File: config.mk
export PLATFORM = sky130hd
export DESIGN_NAME = key_expand
export DESIGN_NICKNAME = d
export VERILOG_FILES = /design/src/rtl/key_expand.sv
export SDC_FILE = /design/constraint.sdc
export NUM_CORES = 2
export LEC_CHECK = 0
export CAP_MARGIN = 20
export CORE_MARGIN = 2
export CORE_UTILIZATION = 56
export DETAILED_ROUTE_END_ITERATION = 16
export GPL_TIMING_DRIVEN = 0
export PLACE_DENSITY = 0.75
export SLEW_MARGIN = 20
export SYNTH_ARGS = -nofsm -noshare
export SYNTH_HDL_FRONTEND = slang
export SYNTH_SLANG_ARGS = --single-unit
File: constraint.sdc
create_clock -name clk -period 46.3 [get_ports clk]
set_input_delay 9.26 -clock clk [delete_from_list [all_inputs] [get_ports clk]]
set_output_delay 9.26 -clock clk [all_outputs]
set_load 0.01 [all_outputs]
File: src/rtl/key_expand.sv
// AES-128 key expansion with a valid/ready round-key stream.
// A key accepted in IDLE is emitted as round 0, then rounds 1..10 follow one
// per accepted transfer. Optional round-key store, enabled by defining
// KEY_EXPAND_STORE_EN, adds a registered random-access read port.
//
// state | meaning
// ------+------------------------------------------------------------
// IDLE  | waiting for a key; key_ready=1, rk_valid=0
// RUN   | round_key/round_idx presented; advances on each rk_ready

// AES S-box computed as GF(2^8) inverse (x^254) followed by the affine map.
module key_expand_sbox (
  input  logic [7:0] in_byte,
  output logic [7:0] out_byte
);

  function automatic logic [7:0] gf_mul(input logic [7:0] a, input logic [7:0] b);
    logic [7:0] acc;
    logic [7:0] aa;
    acc = 8'h00;
    aa  = a;
    for (int i = 0; i < 8; i++) begin
      if (b[i]) acc = acc ^ aa;
      aa = {aa[6:0], 1'b0} ^ (aa[7] ? 8'h1b : 8'h00);
    end
    return acc;
  endfunction

  // x^254 = product of x^(2^k) for k=1..7; maps 0 to 0 as AES requires.
  always_comb begin
    logic [7:0] p;
    logic [7:0] r;
    p = in_byte;
    r = 8'h01;
    for (int k = 1; k < 8; k++) begin
      p = gf_mul(p, p);
      r = gf_mul(r, p);
    end
    out_byte = r ^ {r[6:0], r[7]} ^ {r[5:0], r[7:6]} ^ {r[4:0], r[7:5]}
               ^ {r[3:0], r[7:4]} ^ 8'h63;
  end

endmodule

module key_expand (
  input  logic         clk,
  input  logic         rst,
  input  logic [127:0] key_in,
  input  logic         key_valid,
  output logic         key_ready,
  output logic [127:0] round_key,
  output logic [3:0]   round_idx,
  output logic         rk_valid,
  input  logic         rk_ready,
  output logic         rk_last
`ifdef KEY_EXPAND_STORE_EN
  ,
  input  logic [3:0]   rd_idx,
  output logic [127:0] rd_key
`endif
);

  typedef enum logic {IDLE = 1'b0, RUN = 1'b1} state_t;

  state_t       state;
  state_t       state_next;
  logic         accept;
  logic         advance;
  logic [7:0]   rcon;
  logic [31:0]  rot_word;
  logic [31:0]  sub_word;
  logic [31:0]  t_word;
  logic [127:0] next_key;

  // State register.
  always_ff @(posedge clk) begin
    if (rst) state <= IDLE;
    else     state <= state_next;
  end

  // Next-state and handshake outputs.
  always_comb begin
    state_next = state;
    key_ready  = 1'b0;
    rk_valid   = 1'b0;
    case (state)
      IDLE: begin
        key_ready = 1'b1;
        if (key_valid) state_next = RUN;
      end
      RUN: begin
        rk_valid = 1'b1;
        if (rk_ready && (round_idx == 4'd10)) state_next = IDLE;
      end
      default: state_next = IDLE;
    endcase
  end

  assign accept  = (state == IDLE) && key_valid;
  assign advance = (state == RUN) && rk_ready && (round_idx != 4'd10);
  assign rk_last = rk_valid && (round_idx == 4'd10);

  // Rcon for the round being produced (current index + 1).
  always_comb begin
    case (round_idx)
      4'd0:    rcon = 8'h01;
      4'd1:    rcon = 8'h02;
      4'd2:    rcon = 8'h04;
      4'd3:    rcon = 8'h08;
      4'd4:    rcon = 8'h10;
      4'd5:    rcon = 8'h20;
      4'd6:    rcon = 8'h40;
      4'd7:    rcon = 8'h80;
      4'd8:    rcon = 8'h1b;
      4'd9:    rcon = 8'h36;
      default: rcon = 8'h00;
    endcase
  end

  assign rot_word = {round_key[23:0], round_key[31:24]};

  key_expand_sbox u_sbox3 (.in_byte(rot_word[31:24]), .out_byte(sub_word[31:24]));
  key_expand_sbox u_sbox2 (.in_byte(rot_word[23:16]), .out_byte(sub_word[23:16]));
  key_expand_sbox u_sbox1 (.in_byte(rot_word[15:8]),  .out_byte(sub_word[15:8]));
  key_expand_sbox u_sbox0 (.in_byte(rot_word[7:0]),   .out_byte(sub_word[7:0]));

  // Chained word XORs: each new word depends on the previous new word.
  always_comb begin
    t_word = sub_word ^ {rcon, 24'h0};
    next_key[127:96] = round_key[127:96] ^ t_word;
    next_key[95:64]  = round_key[95:64]  ^ next_key[127:96];
    next_key[63:32]  = round_key[63:32]  ^ next_key[95:64];
    next_key[31:0]   = round_key[31:0]   ^ next_key[63:32];
  end

  // Round key and index; held while stalled because advance needs rk_ready.
  always_ff @(posedge clk) begin
    if (rst) begin
      round_key <= 128'h0;
      round_idx <= 4'd0;
    end else if (accept) begin
      round_key <= key_in;
      round_idx <= 4'd0;
    end else if (advance) begin
      round_key <= next_key;
      round_idx <= round_idx + 4'd1;
    end
  end

`ifdef KEY_EXPAND_STORE_EN
  logic [127:0] store [11];

  // Capture each round key while it is presented; rewriting the same value
  // during a stall is harmless.
  always_ff @(posedge clk) begin
    if (rst || accept) begin
      for (int i = 0; i < 11; i++) store[i] <= 128'h0;
    end else if ((state == RUN) && (round_idx <= 4'd10)) begin
      store[round_idx] <= round_key;
    end
  end

  // Registered read port; out-of-range indices read as zero.
  always_ff @(posedge clk) begin
    if (rst)                  rd_key <= 128'h0;
    else if (rd_idx <= 4'd10) rd_key <= store[rd_idx];
    else                      rd_key <= 128'h0;
  end
`endif

endmodule

# Yosys cells after proc, flatten, opt, wreduce, memory -nomap -nowiden
# Memories as Yosys holds them, arrays and structs flattened. A register that Yosys moved wholly into a read port is not among the register bits.
# Cells that the tools add are included.
# word_totals
reg_bits,133
memories,1
rom_bits,128
wordCells,1617
out_inout_bits,135
# memory_table
memory,words,width,rd,rd_ports_with_merged_regs,wr,line_no,text
(no name shown),16,8,1,1,0,105,case (round_idx)
# classes
eq_ne,2
n_reduce_logical,7
n_addsub,1
bitwise,782
muxes,821
# op_table
op,n
XOR 8 bit,744
2-to-1 mux 8 bit,420
2-to-1 mux 5 bit,368
2-to-1 mux 128 bit,2
XOR 32 bit,5
2-to-1 mux 7 bit,4
NOT 1 bit (first input constant),28
2-to-1 mux 4 bit,6
2-to-1 mux 6 bit,4
NOT 4 bit,4
2-to-1 mux 3 bit,4
2-to-1 mux 1 bit,8
2-to-1 mux 2 bit,4
logical AND 1 bit,5
adder 4 x 1 -> 4 bit (second input constant),1
equality test 4 bit (second input constant),1
inequality test 4 bit (second input constant),1
case mux 1 bit (2 select lines),1
nonzero test 2 bit,1
OR reduction 2 bit,1
NOT 1 bit,1

# Longest topological paths before layout
# logic_depth
depth_word,139
depth_mapped,68

# Hierarchy
# A second synthesis with hierarchy kept.
# hier_totals
cells_unflattened,8669
area_unflattened_um2,68413.1
# modules_own_cells
mod,cells_each,n_inst,area_each_um2
key_expand_sbox,1942,4,15220.8
key_expand,901,1,7529.7

# Least setup slack after synthesis
# OpenSTA, ideal clock, no wires.
# synth_timing
path_kind,register to register
from,reg round_key[15]
to,reg round_key[22]
n_path_buf,8
t_required_ns,46.226
path_slack_ns,30.557
path_stages_with_launch,60
period_less_slack_ns,15.743
arrival_ns,15.669
cell_sequence,dfxtp_1 > ha_1 > clkbuf_1 > nand2_1 > xor2_1 > inv_1 > clkbuf_1 > clkbuf_1 > ha_1 > clkbuf_1 > inv_1 > xnor2_1 > xnor2_1 > a2bb2oi_1 > xor2_1 > inv_2 > buf_1 > ha_1 > (+24 left out) > xor3_1 > nand2_1 > xor3_1 > xnor3_1 > buf_4 > xnor3_1 > xor2_1 > buf_2 > inv_2 > o2111a_1 > a2111oi_0 > o22ai_1 > xor3_1 > xnor3_1 > xor2_1 > xnor2_1 > or3_1 > a31oi_1
# synth_via
elab_chain_len,136
# synth_rtl
element,line_no,text
start: declaration,51,"output logic [127:0] round_key,"
start signal: assignment,142,round_key <= key_in;
start signal: assignment,145,round_key <= next_key;
2-to-1 mux 5 bit,24,"aa = {aa[6:0], 1'b0} ^ (aa[7] ? 8'h1b : 8'h00);"
XOR 8 bit,24,
XOR 8 bit,23,if (b[i]) acc = acc ^ aa;
2-to-1 mux 8 bit,23,
XOR 8 bit,23,
2-to-1 mux 8 bit,23,
XOR 8 bit,23,
2-to-1 mux 8 bit,23,
(+120 left out),--,
NOT 4 bit (no source line) (*),--,
XOR 32 bit (*),129,"t_word = sub_word ^ {rcon, 24'h0};"
XOR 32 bit (*),130,next_key[127:96] = round_key[127:96] ^ t_word;
XOR 32 bit (*),131,next_key[95:64] = round_key[95:64] ^ next_key[127:96];
XOR 32 bit (*),132,next_key[63:32] = round_key[63:32] ^ next_key[95:64];
XOR 32 bit (*),133,next_key[31:0] = round_key[31:0] ^ next_key[63:32];
2-to-1 mux 128 bit (*),144,end else if (advance) begin
2-to-1 mux 128 bit (*),141,end else if (accept) begin
# Every way passes the cells marked *; elsewhere a longest branch is shown, timed or not. The select of a mux whose other input is x is not followed.
# A chain may end at the register's enable or synchronous reset.

# Final worst setup path
# layout_timing
from,reg round_key[15]
to,reg round_key[17]
# layout_via
elab_chain_len,136
# layout_rtl
element,line_no
2-to-1 mux 5 bit or 2-to-1 mux 8 bit (tied branches),"24, 23"
XOR 8 bit (on tied branches),"24, 23"
XOR 8 bit or 2-to-1 mux 8 bit (tied branches),23
2-to-1 mux 8 bit or XOR 8 bit (tied branches),23
XOR 8 bit or 2-to-1 mux 8 bit (tied branches),23
2-to-1 mux 8 bit or XOR 8 bit (tied branches),23
XOR 8 bit or 2-to-1 mux 8 bit (tied branches),23
2-to-1 mux 8 bit or XOR 8 bit (tied branches),23
(+120 left out),--
NOT 4 bit (no source line) (*),--
XOR 32 bit (*),129
XOR 32 bit (*),130
XOR 32 bit (*),131
XOR 32 bit (*),132
XOR 32 bit (*),133
2-to-1 mux 128 bit (*),144
2-to-1 mux 128 bit (*),141
# Marked as above.

==> results_dict.tcl <==
set metrics [dict create \
    ant_nets 0 \
    clock_latency_ns 0.48 \
    fin_worst_skew_ns 0.0189 \
    first_iter_violations 8321 \
    dieWidth_microns 337 \
    multiInputGateArea_sq_um 56700 \
    r2r_slack_ns 25.32 \
    reg2reg_depth 61 \
    fin_util_pct 61.0 \
    antenna_found_initial 14 \
    hold_viol 0 \
    max_freq_mhz 47.7 \
    fin_crit_ns 20.98 \
    core_area_sq_um 110000 \
    synth_enable_flop_cells 0 \
    path_class "reg -> reg" \
    cts_setup_buffers 0 \
    drt-wirelength-per-cell_microns 22.7 \
    drive_gt1_share_pct 5.48 \
    synth.avg_cell_area_sq_um 7.52 \
    worstMarginPinSlew_ns 1.32 \
    clkTransAtPathRegs_ns 0.07 \
    arrival_ns 21.36 \
    crit_slowest_cell "xor2_1" \
    endpoint_kind "register" \
    finalSetupTns_ns 0 \
    crit_path_max_incr_delay_ns 0.78 \
    grt_start_max_net_pins 17 \
    hold_path.class "reg -> reg" \
    cts.htree.levels 4 \
    gr-total-overflow 0 \
    die_area_sq_um 114000 \
    cts_buffers 17 \
    num_vias 63700 \
    r2r-start "round_key[15]" \
    hold_end "round_key[59]" \
    start_util_pct 56.3 \
    slew_viol_final 0 \
    port_buffers 266 \
    cts-resized-gates 0 \
    dr.pass1.iters 6 \
    cap_viol_max_count 0 \
    holdBufCountCts 0 \
    finalNetCount 8705 \
    synth_top_area_share_pct 20.8 \
    netlist_instances 8265 \
    synth-seq-cells 141 \
    synth_top_flop_cell "dfxtp_1" \
    worstPathMaxFanout 10 \
    clock_path_buffers 2 \
    cp.required_ns 46.67 \
    synthTopCellsByArea "xnor2_1 21%, xnor3_1 14%, nor2_1 7.6%" \
    reg2reg_to "round_key[17]" \
    hold_start "round_key[59]" \
    mostFrequentLayoutCells "1462 x xnor2_1, 1265 x nor2_1, 848 x nand2_1" \
    synth-warning-count 0 \
    die_y_microns 337 \
    cts_root_buf "clkbuf_16" \
    dp_hpwl_mm 178 \
    yosysUniqueCellTypes 123 \
    regArea_sq_um 2820 \
    tritoncts "yes" \
    status "finished, final reports clean" \
    synthToLayoutAreaGrowth_pct 8.42 \
    crit_top_cell "xnor3_1" \
    synth_nets 8418 \
    whs_ns 0.538 \
    synthArstFlopShare_pct 0 \
    start_kind "register" \
    grt_pass1_vias 58300 \
    hold_depth 2 \
    grt_pass1_wl_mm 346 \
    viasPerCell 6.33 \
    finalCritPeriodShare_pct 45.3 \
    max_slew_margin_pct 12.1 \
    drcViolationCount 0 \
    grt_usage_pct 38.5 \
    wirelength_mm 228 \
    mostFrequentLayoutCell "xnor2_1" \
    fillCellCount 10300 \
    yosysSeqAreaShare_pct 4.54 \
    ioPinCount 267 \
    cts_sinks 141 \
    rsz0062_at_grt "false" \
    setup_viol 0 \
    synth_area_leader_cell "xnor2_1" \
    rows 122 \
    syn_area_sq_um 62100 \
    place_congestion 1.04 \
]
## cell families (layout without fill, tap and decap cells)
group                      after synthesis  in the layout  share of synthesized area (%)
and+or+nand+nor                       2864           2864                           19.9
other                                    0              6                              0
adders and majority gates               24             24                          0.471
AOI/OAI and AO/OA                     1824           1824                           18.9
buffers and inverters                  651            951                           4.40
muxes                                  241            241                           4.00
DFF                                    141            141                           4.54
xor gates and xnor gates              2520           2520                           47.7
## through the flow
stage               cells  setup WS (ns)  instance area (sq um)
floorplan            8265          30.56                  62100
global placement    10000          26.24                  66700
detailed placement  10000          26.18                  66700
CTS                 10100          26.04                  67300
global route        10100          24.54                  67300
finish              10100          25.32                  67400
## area by class of cell
type / instances / area share (%)
multi-input combinational: 7473 / 84.1
sequential: 141 / 4.19
timing repair buffer: 268 / 3.97
buffer: 566 / 3.60
tap: 1488 / 2.76
clock buffer: 18 / 0.637
inverter: 85 / 0.474
clock inverter: 14 / 0.201
antenna: 6 / 0.0223
## worst max-delay path: cells and delay by family (launching register included)
| kind | cells | cell delay [ns] |
|---|---|---|
| AOI/OAI and AO/OA | 7 | 1.74 |
| xor gates and xnor gates | 29 | 11.63 |
| adders and majority gates | 3 | 1.04 |
| buffers and inverters | 12 | 3.65 |
| DFF | 1 | 0.37 |
| muxes | 1 | 0.15 |
| and+or+nand+nor | 9 | 2.28 |
## cells in the mapped netlist, types with 17 or more instances
| master | n |
|---|---|
| xnor2_2 | 78 |
| a21boi_0 | 20 |
| buf_1 | 59 |
| o21ai_1 | 24 |
| and2_1 | 49 |
| and3_1 | 37 |
| nand4_1 | 20 |
| clkbuf_1 | 352 |
| o221ai_1 | 28 |
| a211oi_1 | 95 |
| dfxtp_1 | 141 |
| a22oi_1 | 81 |
| a211o_1 | 27 |
| o21a_1 | 20 |
| or3_1 | 39 |
| mux2_2 | 43 |
| nand3_1 | 162 |
| nor2b_1 | 56 |
| a21oi_1 | 558 |
| a31oi_1 | 84 |
| o31ai_1 | 25 |
| o21ai_0 | 333 |
| nand2_1 | 848 |
| xor2_2 | 24 |
| nor4_1 | 17 |
| a221oi_1 | 43 |
| xnor3_1 | 390 |
| xor2_1 | 458 |
| xor3_1 | 59 |
| xnor3_2 | 19 |
| nor3_1 | 189 |
| nor2_1 | 1265 |
| buf_4 | 24 |
| o22ai_1 | 127 |
| buf_2 | 125 |
| inv_1 | 64 |
| o211a_1 | 22 |
| mux2i_1 | 189 |
| or2_2 | 27 |
| o211ai_1 | 96 |
| nand2b_1 | 61 |
| a21o_1 | 30 |
| ha_1 | 21 |
| xnor2_1 | 1476 |
## how the worst max path moves through the flow
stage | startpoint | to | slack (ns)
6_report | round_key[15] | round_key[17] | 25.32
4_1_cts | round_key[15] | round_key[17] | 26.04
3_5_place_dp | round_key[15] | round_key[19] | 26.18
2_1_floorplan | round_key[15] | round_key[22] | 30.56
3_3_place_gp | round_key[15] | round_key[19] | 26.24
5_1_grt | round_key[15] | round_key[17] | 24.54
## layer usage
| layer | wire [microns] | global-route usage [%] |
|---|---|---|
| met3 | 28500 | 10.6 |
| met4 | 9740 | 14.3 |
| met1 | 93700 | 52.5 |
| met5 | 223 | 0 |
| met2 | 96100 | 57.7 |
## sequential cells by signal (all words and copies together) (netlist names)
register	flops
state	1
round_key	128
round_idx	4
rcon	8
Power is left out: the tool's default activity adds up to more than one toggle a clock period on the data nets, which glitch-free logic cannot reach.
